### src/rtl/pos_sweep_ctrl.sv
// pos_sweep_ctrl
//   Built-in self-check sequencer for a 3-input PoS datapath
//   (S1 = X^Y^Z, S2 = Y XNOR Z). On start, X/Y/Z step through 000..111.
//   Each vector is held for SETTLE_CYC cycles, then S1/S2 are sampled
//   and compared against internally computed expected values.
//
//   Start/abort semantics: start is a level sampled only in IDLE. There is
//   no ready/acknowledge signal; busy rising is the acceptance indication.
//   abort wins over start and over CHECK updates.
//
// Parameters
//   SETTLE_CYC   cycles each vector is held before sampling (1..15)
// Ports
//   clk, rst_n   clock (rising edge), asynchronous active-low reset
//   start, abort sweep request / synchronous abort
//   S1, S2       datapath outputs under test
//   X, Y, Z      datapath inputs; {X,Y,Z} = current vector index
//   busy         sweep in progress (SETTLE/CHECK/DONE)
//   done         one-cycle pulse when a sweep completes
//   pass         no mismatch in the last completed sweep (held)
//   err_cnt      mismatching vectors in the current/last sweep (0..8)
//   fail_vec     bit i set = vector i mismatched
//   o_dbg_state  FSM state (0 IDLE, 1 SETTLE, 2 CHECK, 3 DONE)
module pos_sweep_ctrl #(
  parameter int unsigned SETTLE_CYC = 1
) (
  input  logic       clk,
  input  logic       rst_n,
  input  logic       start,
  input  logic       abort,
  input  logic       S1,
  input  logic       S2,
  output logic       X,
  output logic       Y,
  output logic       Z,
  output logic       busy,
  output logic       done,
  output logic       pass,
  output logic [3:0] err_cnt,
  output logic [7:0] fail_vec,
  output logic [1:0] o_dbg_state
);

  typedef enum logic [1:0] {
    IDLE   = 2'd0,
    SETTLE = 2'd1,
    CHECK  = 2'd2,
    DONE   = 2'd3
  } state_t;

  localparam logic [3:0] CNT_LAST = 4'(SETTLE_CYC - 1);

  state_t     r_state;
  state_t     w_next;
  logic [2:0] r_idx;
  logic [3:0] r_cnt;
  logic       r_pass;
  logic [3:0] r_err;
  logic [7:0] r_fv;

  logic       w_exp_s1;
  logic       w_exp_s2;
  logic       w_mis;
  logic       w_last;
  logic       w_accept;

  always_comb begin
    w_exp_s1 = r_idx[2] ^ r_idx[1] ^ r_idx[0];
    w_exp_s2 = ~(r_idx[1] ^ r_idx[0]);
    // Case inequality so an unknown on S1/S2 is reported as a mismatch.
    w_mis    = (S1 !== w_exp_s1) || (S2 !== w_exp_s2);
    w_last   = (r_idx == 3'd7);
    w_accept = start && !abort;
  end

  always_ff @(posedge clk or negedge rst_n) begin
    if (!rst_n) r_state <= IDLE;
    else        r_state <= w_next;
  end

  always_comb begin
    w_next = r_state;
    case (r_state)
      IDLE:    if (w_accept) w_next = SETTLE;
      SETTLE: begin
        if (abort)                 w_next = IDLE;
        else if (r_cnt == CNT_LAST) w_next = CHECK;
      end
      CHECK: begin
        if (abort)       w_next = IDLE;
        else if (w_last) w_next = DONE;
        else             w_next = SETTLE;
      end
      DONE:    w_next = IDLE;
      default: w_next = IDLE;
    endcase
  end

  always_ff @(posedge clk or negedge rst_n) begin
    if (!rst_n) begin
      r_idx  <= 3'd0;
      r_cnt  <= 4'd0;
      r_pass <= 1'b0;
      r_err  <= 4'd0;
      r_fv   <= 8'd0;
    end else begin
      case (r_state)
        IDLE: begin
          if (w_accept) begin
            r_idx  <= 3'd0;
            r_cnt  <= 4'd0;
            r_pass <= 1'b0;
            r_err  <= 4'd0;
            r_fv   <= 8'd0;
          end
        end
        SETTLE: begin
          if (abort) r_pass <= 1'b0;
          else       r_cnt  <= r_cnt + 4'd1;
        end
        CHECK: begin
          if (abort) begin
            r_pass <= 1'b0;
          end else begin
            if (w_mis) begin
              r_fv[r_idx] <= 1'b1;
              r_err       <= r_err + 4'd1;
            end
            // The final verdict must include this cycle's own comparison.
            if (w_last) begin
              r_pass <= (r_err == 4'd0) && !w_mis;
            end else begin
              r_idx <= r_idx + 3'd1;
              r_cnt <= 4'd0;
            end
          end
        end
        default: ;
      endcase
    end
  end

  // idx is registered, so X/Y/Z come straight from flops and hold 111 after DONE.
  assign X           = r_idx[2];
  assign Y           = r_idx[1];
  assign Z           = r_idx[0];
  assign busy        = (r_state != IDLE);
  assign done        = (r_state == DONE);
  assign pass        = r_pass;
  assign err_cnt     = r_err;
  assign fail_vec    = r_fv;
  assign o_dbg_state = r_state;

endmodule

### config.mk
export PLATFORM = sky130hd
export DESIGN_NAME = pos_sweep_ctrl
export DESIGN_NICKNAME = d
export VERILOG_FILES = /design/src/rtl/pos_sweep_ctrl.sv
export SDC_FILE = /design/constraint.sdc
export NUM_CORES = 1
export LEC_CHECK = 0
export CAP_MARGIN = 25
export CORE_MARGIN = 3
export CORE_UTILIZATION = 40
export CTS_CLUSTER_DIAMETER = 120
export CTS_CLUSTER_SIZE = 24
export DETAILED_ROUTE_END_ITERATION = 8
export GPL_TIMING_DRIVEN = 0
export PLACE_DENSITY = 0.76
export REMOVE_ABC_BUFFERS = 1
export SETUP_SLACK_MARGIN = 0.02
export SLEW_MARGIN = 15
export SYNTH_ARGS = -nofsm -noshare
export SYNTH_HDL_FRONTEND = slang
export SYNTH_SLANG_ARGS = --single-unit
export TNS_END_PERCENT = 10
### constraint.sdc
create_clock -name clk -period 3.7 [get_ports clk]
set_clock_uncertainty 0.1 [all_clocks]
set_input_delay 0.74 -clock clk [delete_from_list [all_inputs] [get_ports clk]]
set_output_delay 0.74 -clock clk [all_outputs]
set_load 0.02 [all_outputs]
==> impl_metrics.yaml <==
route:
  drtIter0Drc: 34
  drt-total-wl_um: 2960
  drt_first_pass_iters: 4
  avgViaCountPerCell: 5.35
  routed_wire_length_per_instance_um: 13.8
  postRouteAntennaNets: 0
  route.vias.total: 1145
  drcViolationCount: 0
synth:
  ys_types: 43
  yosys.area_share.simple_pct: 21.4
  synth_top_family_by_area: "simple AND/OR/NAND/NOR gates"
  post_synthesis_instance_area_um2: 1390
  synth_seq_area_share_pct: 39.5
  synth_adder_area_share_pct: 9.87
  postSynthRegisterBits: 22
  post_synth_mux_area_share_pct: 3.14
  yosys.area_share.xor_xnor_pct: 2.24
  ys.warnings.count: 0
  postSynthAreaPerCell_um2: 9.55
  synthesized_area_fraction_occupied_by_ao_oa_aoi_and_oai_cells_pct: 18.0
  post_synth_inst_count: 146
cts:
  clock_tree_from_tritoncts: "done"
  clkSlewWorstSetupHoldPaths_ps: 140
  post_cts_resized: 0
  cts-hold-fix-buffers: 0
  cts_root_buf: "sky130_fd_sc_hd__clkbuf_4"
  cts_made_buffers: 3
  postCtsSetupBuffers: 0
  clock_sinks: 22
  worstSkewPairLatency_ps: 320
  clockBufferDepth: 2
  cts-htree-levels: 1
hold_path:
  end_point_of_the_worst_hold_path: "fail_vec[6]"
  worstHoldPathType: "reg2reg"
  holdCritStartpoint: "fail_vec[6]"
  hold_depth: 2
run_status:
  run_status: "completed"
placement:
  place_congestion: 0.756
  port_buffers: 25
  placement.setup.worst_slack_ps: 1120
  placedInstanceArea_um2: 1670
  dp_hpwl_um: 2170
floorplanning:
  fp-row-count: 20
  dieHeight_um: 65.0
  die_area_um2: 4230
  die_width_um: 65.0
  fp.coreArea_um2: 3180
  ioPinCount: 26
  floorplan.initialDensity_pct: 43.9
timing:
  worstMarginPinSlew_ps: 795
  hold_ws_ps: 395
  post-route-period-util_pct: 77.4
  postLayoutSetupSlackWorst_ps: 838
  report.final.hold_viol_count: 0
  slew-limit-headroom_pct: 47.0
  achievable-frequency_mhz: 349
  report.final.slew_viol_count: 0
  final_worst_path_period_need_ps: 2860
  timing.final.setup_violations: 0
  rsz0062_at_grt: "false"
  final.setup.tns_ps: 0
cells_and_area:
  final_layout_size_suffix_gt1_share_pct: 8.82
  nNetsFinal: 188
  cell_area_after_layout_um2: 1730
  areaGrowthSynthToFinish_pct: 24.4
  filler_cell_count: 302
  insertedDiodeCount: 0
global_routing:
  grt_start_max_net_pins: 28
  grt_pass1_vias: 1185
  global_route.usage.total_pct: 15.9
  grt_remaining_overflow: 0
  antenna_found_initial: 0
  global_route_wire_length_before_repair_um: 5370
critical_path:
  critical_path.startpoint_type: "flip-flop"
  critical_path_class: "reg2out"
  worstPathMaxFanout: 27
  r2r_end: "err_cnt[0]"
  critPathRequiredTime_ps: 2860
  end_kind: "primary output"
  reg2reg_setup_slack_ps: 1440
  worst-r2r-cell-count: 6
  worstPathArrival_ps: 2020
  regToRegStartpoint: "r_idx[2]"
run:
  timing.max_cap.violations: 0
power:
  total_power_mw: 0.642
  p_leak_nw: 0.776
  worst_ir_drop_on_vdd_v: 0.000133
  power_density_nw_per_um2: 370
## cell usage in the layout (no fill, tap or decap), types with 2 or more instances in the layout
master | netlist | layout
sky130_fd_sc_hd__clkdlybuf4s50_1 | 0 | 25
sky130_fd_sc_hd__ha_1 | 11 | 11
sky130_fd_sc_hd__clkbuf_4 | 0 | 3
sky130_fd_sc_hd__or3b_1 | 2 | 2
sky130_fd_sc_hd__a21oi_1 | 4 | 4
sky130_fd_sc_hd__nand2b_1 | 3 | 3
sky130_fd_sc_hd__o21ai_1 | 10 | 10
sky130_fd_sc_hd__a22o_1 | 6 | 6
sky130_fd_sc_hd__nor2_1 | 10 | 10
sky130_fd_sc_hd__nand4_1 | 5 | 5
sky130_fd_sc_hd__mux2_1 | 2 | 2
sky130_fd_sc_hd__nand2_1 | 17 | 17
sky130_fd_sc_hd__nand3b_1 | 2 | 2
sky130_fd_sc_hd__o41ai_2 | 4 | 4
sky130_fd_sc_hd__dfrtp_1 | 22 | 22
sky130_fd_sc_hd__inv_1 | 13 | 13
sky130_fd_sc_hd__nor3_1 | 4 | 4
## power by group
group	total [mW]	internal (mW)	switching, mW
Sequential	0.294	0.257	0.0362
Clock	0.187	0.110	0.0773
Combinational	0.161	0.0770	0.0842
## routing by layer
| layer | vias up | share of wire [%] | track usage (%) | wire length, um |
|---|---|---|---|---|
| met4 | 0 | 1.1 | 5.44 | 33 |
| met3 | 4 | 4.0 | 2.43 | 119 |
| li1 | 562 | - | - | - |
| met1 | 558 | 45 | 20.2 | 1340 |
| met2 | 21 | 50 | 27.5 | 1470 |
| met5 | - | 0 | 0 | 0 |
## worst max-delay path, cell delays in order (launching register included)
cell and delay (ps):
sky130_fd_sc_hd__dfrtp_1 880, sky130_fd_sc_hd__and2_1 230, sky130_fd_sc_hd__clkdlybuf4s50_1 600
## worst max-delay path by stage
| stage | cells after the start | startpoint | endpoint | slack [ps] |
|---|---|---|---|---|
| after floorplan | 6 | r_idx[2] | err_cnt[0] | 1530 |
| after global placement | 4 | abort | err_cnt[1] | 1170 |
| after detailed placement | 5 | abort | pass | 1120 |
| after CTS | 2 | o_dbg_state[1] | done | 820 |
| after global routing | 2 | o_dbg_state[1] | done | 700 |
| final | 2 | o_dbg_state[1] | done | 840 |
## cells by family after synthesis
logic type | after synthesis
muxes | 4
xor gates and xnor gates | 2
DFF | 22
adders and majority gates | 11
buffers and inverters | 19
AOI/OAI and AO/OA | 32
and+or+nand+nor | 56
## state kept, by name (all words and copies together) (netlist names)
register	cells
fail_vec	8
err_cnt	4
r_cnt	4
r_idx	3
o_dbg_state	2
pass	1
## stage by stage
stage / util (%) / cells
floorplan: - / 140
global placement: 52.4 / 209
detailed placement: 52.4 / 209
CTS: 54.1 / 213
global route: 54.6 / 214
finish: 54.6 / 214
## area by class of cell
cell class	count	area [um^2]	area share [%]
clock buffers	3	22.5	1.30
clock inverters	1	30.0	1.73
inverters	13	48.8	2.81
multi-input cells	105	762	43.9
flip-flops and latches	22	551	31.7
well taps	44	55.1	3.17
repair buffers	26	265	15.3
## cell usage after synthesis, drive strengths merged
cell / count / area (um^2)
or3b: 2 / 17.5
nand2: 18 / 70.1
mux2: 3 / 33.8
nand2b: 3 / 18.8
a21o: 1 / 7.51
o22a: 1 / 8.76
xnor3: 1 / 22.5
nand4: 5 / 31.3
or2: 2 / 12.5
o21ai: 12 / 63.8
ha: 11 / 138
a22o: 6 / 52.6
buf: 3 / 21.3
a21oi: 4 / 20.0
dfrtp: 22 / 551
clkbuf: 3 / 11.3
a211o: 1 / 8.76
nor3: 4 / 20.0
o41ai: 4 / 65.1
mux2i: 1 / 10.0
o21bai: 1 / 7.51
nand3: 1 / 5.00
nand4b: 1 / 8.76
xor2: 1 / 8.76
a221o: 1 / 10.0
or4: 1 / 7.51
nor2b: 1 / 6.26
nand3b: 2 / 15.0
o211ai: 1 / 7.51
inv: 13 / 48.8
and3: 2 / 17.5
nor3b: 1 / 7.51
and2: 1 / 6.26
or4b: 1 / 10.0
nor2: 11 / 43.8
No activity file was read; power rests on OpenSTA's default activity.
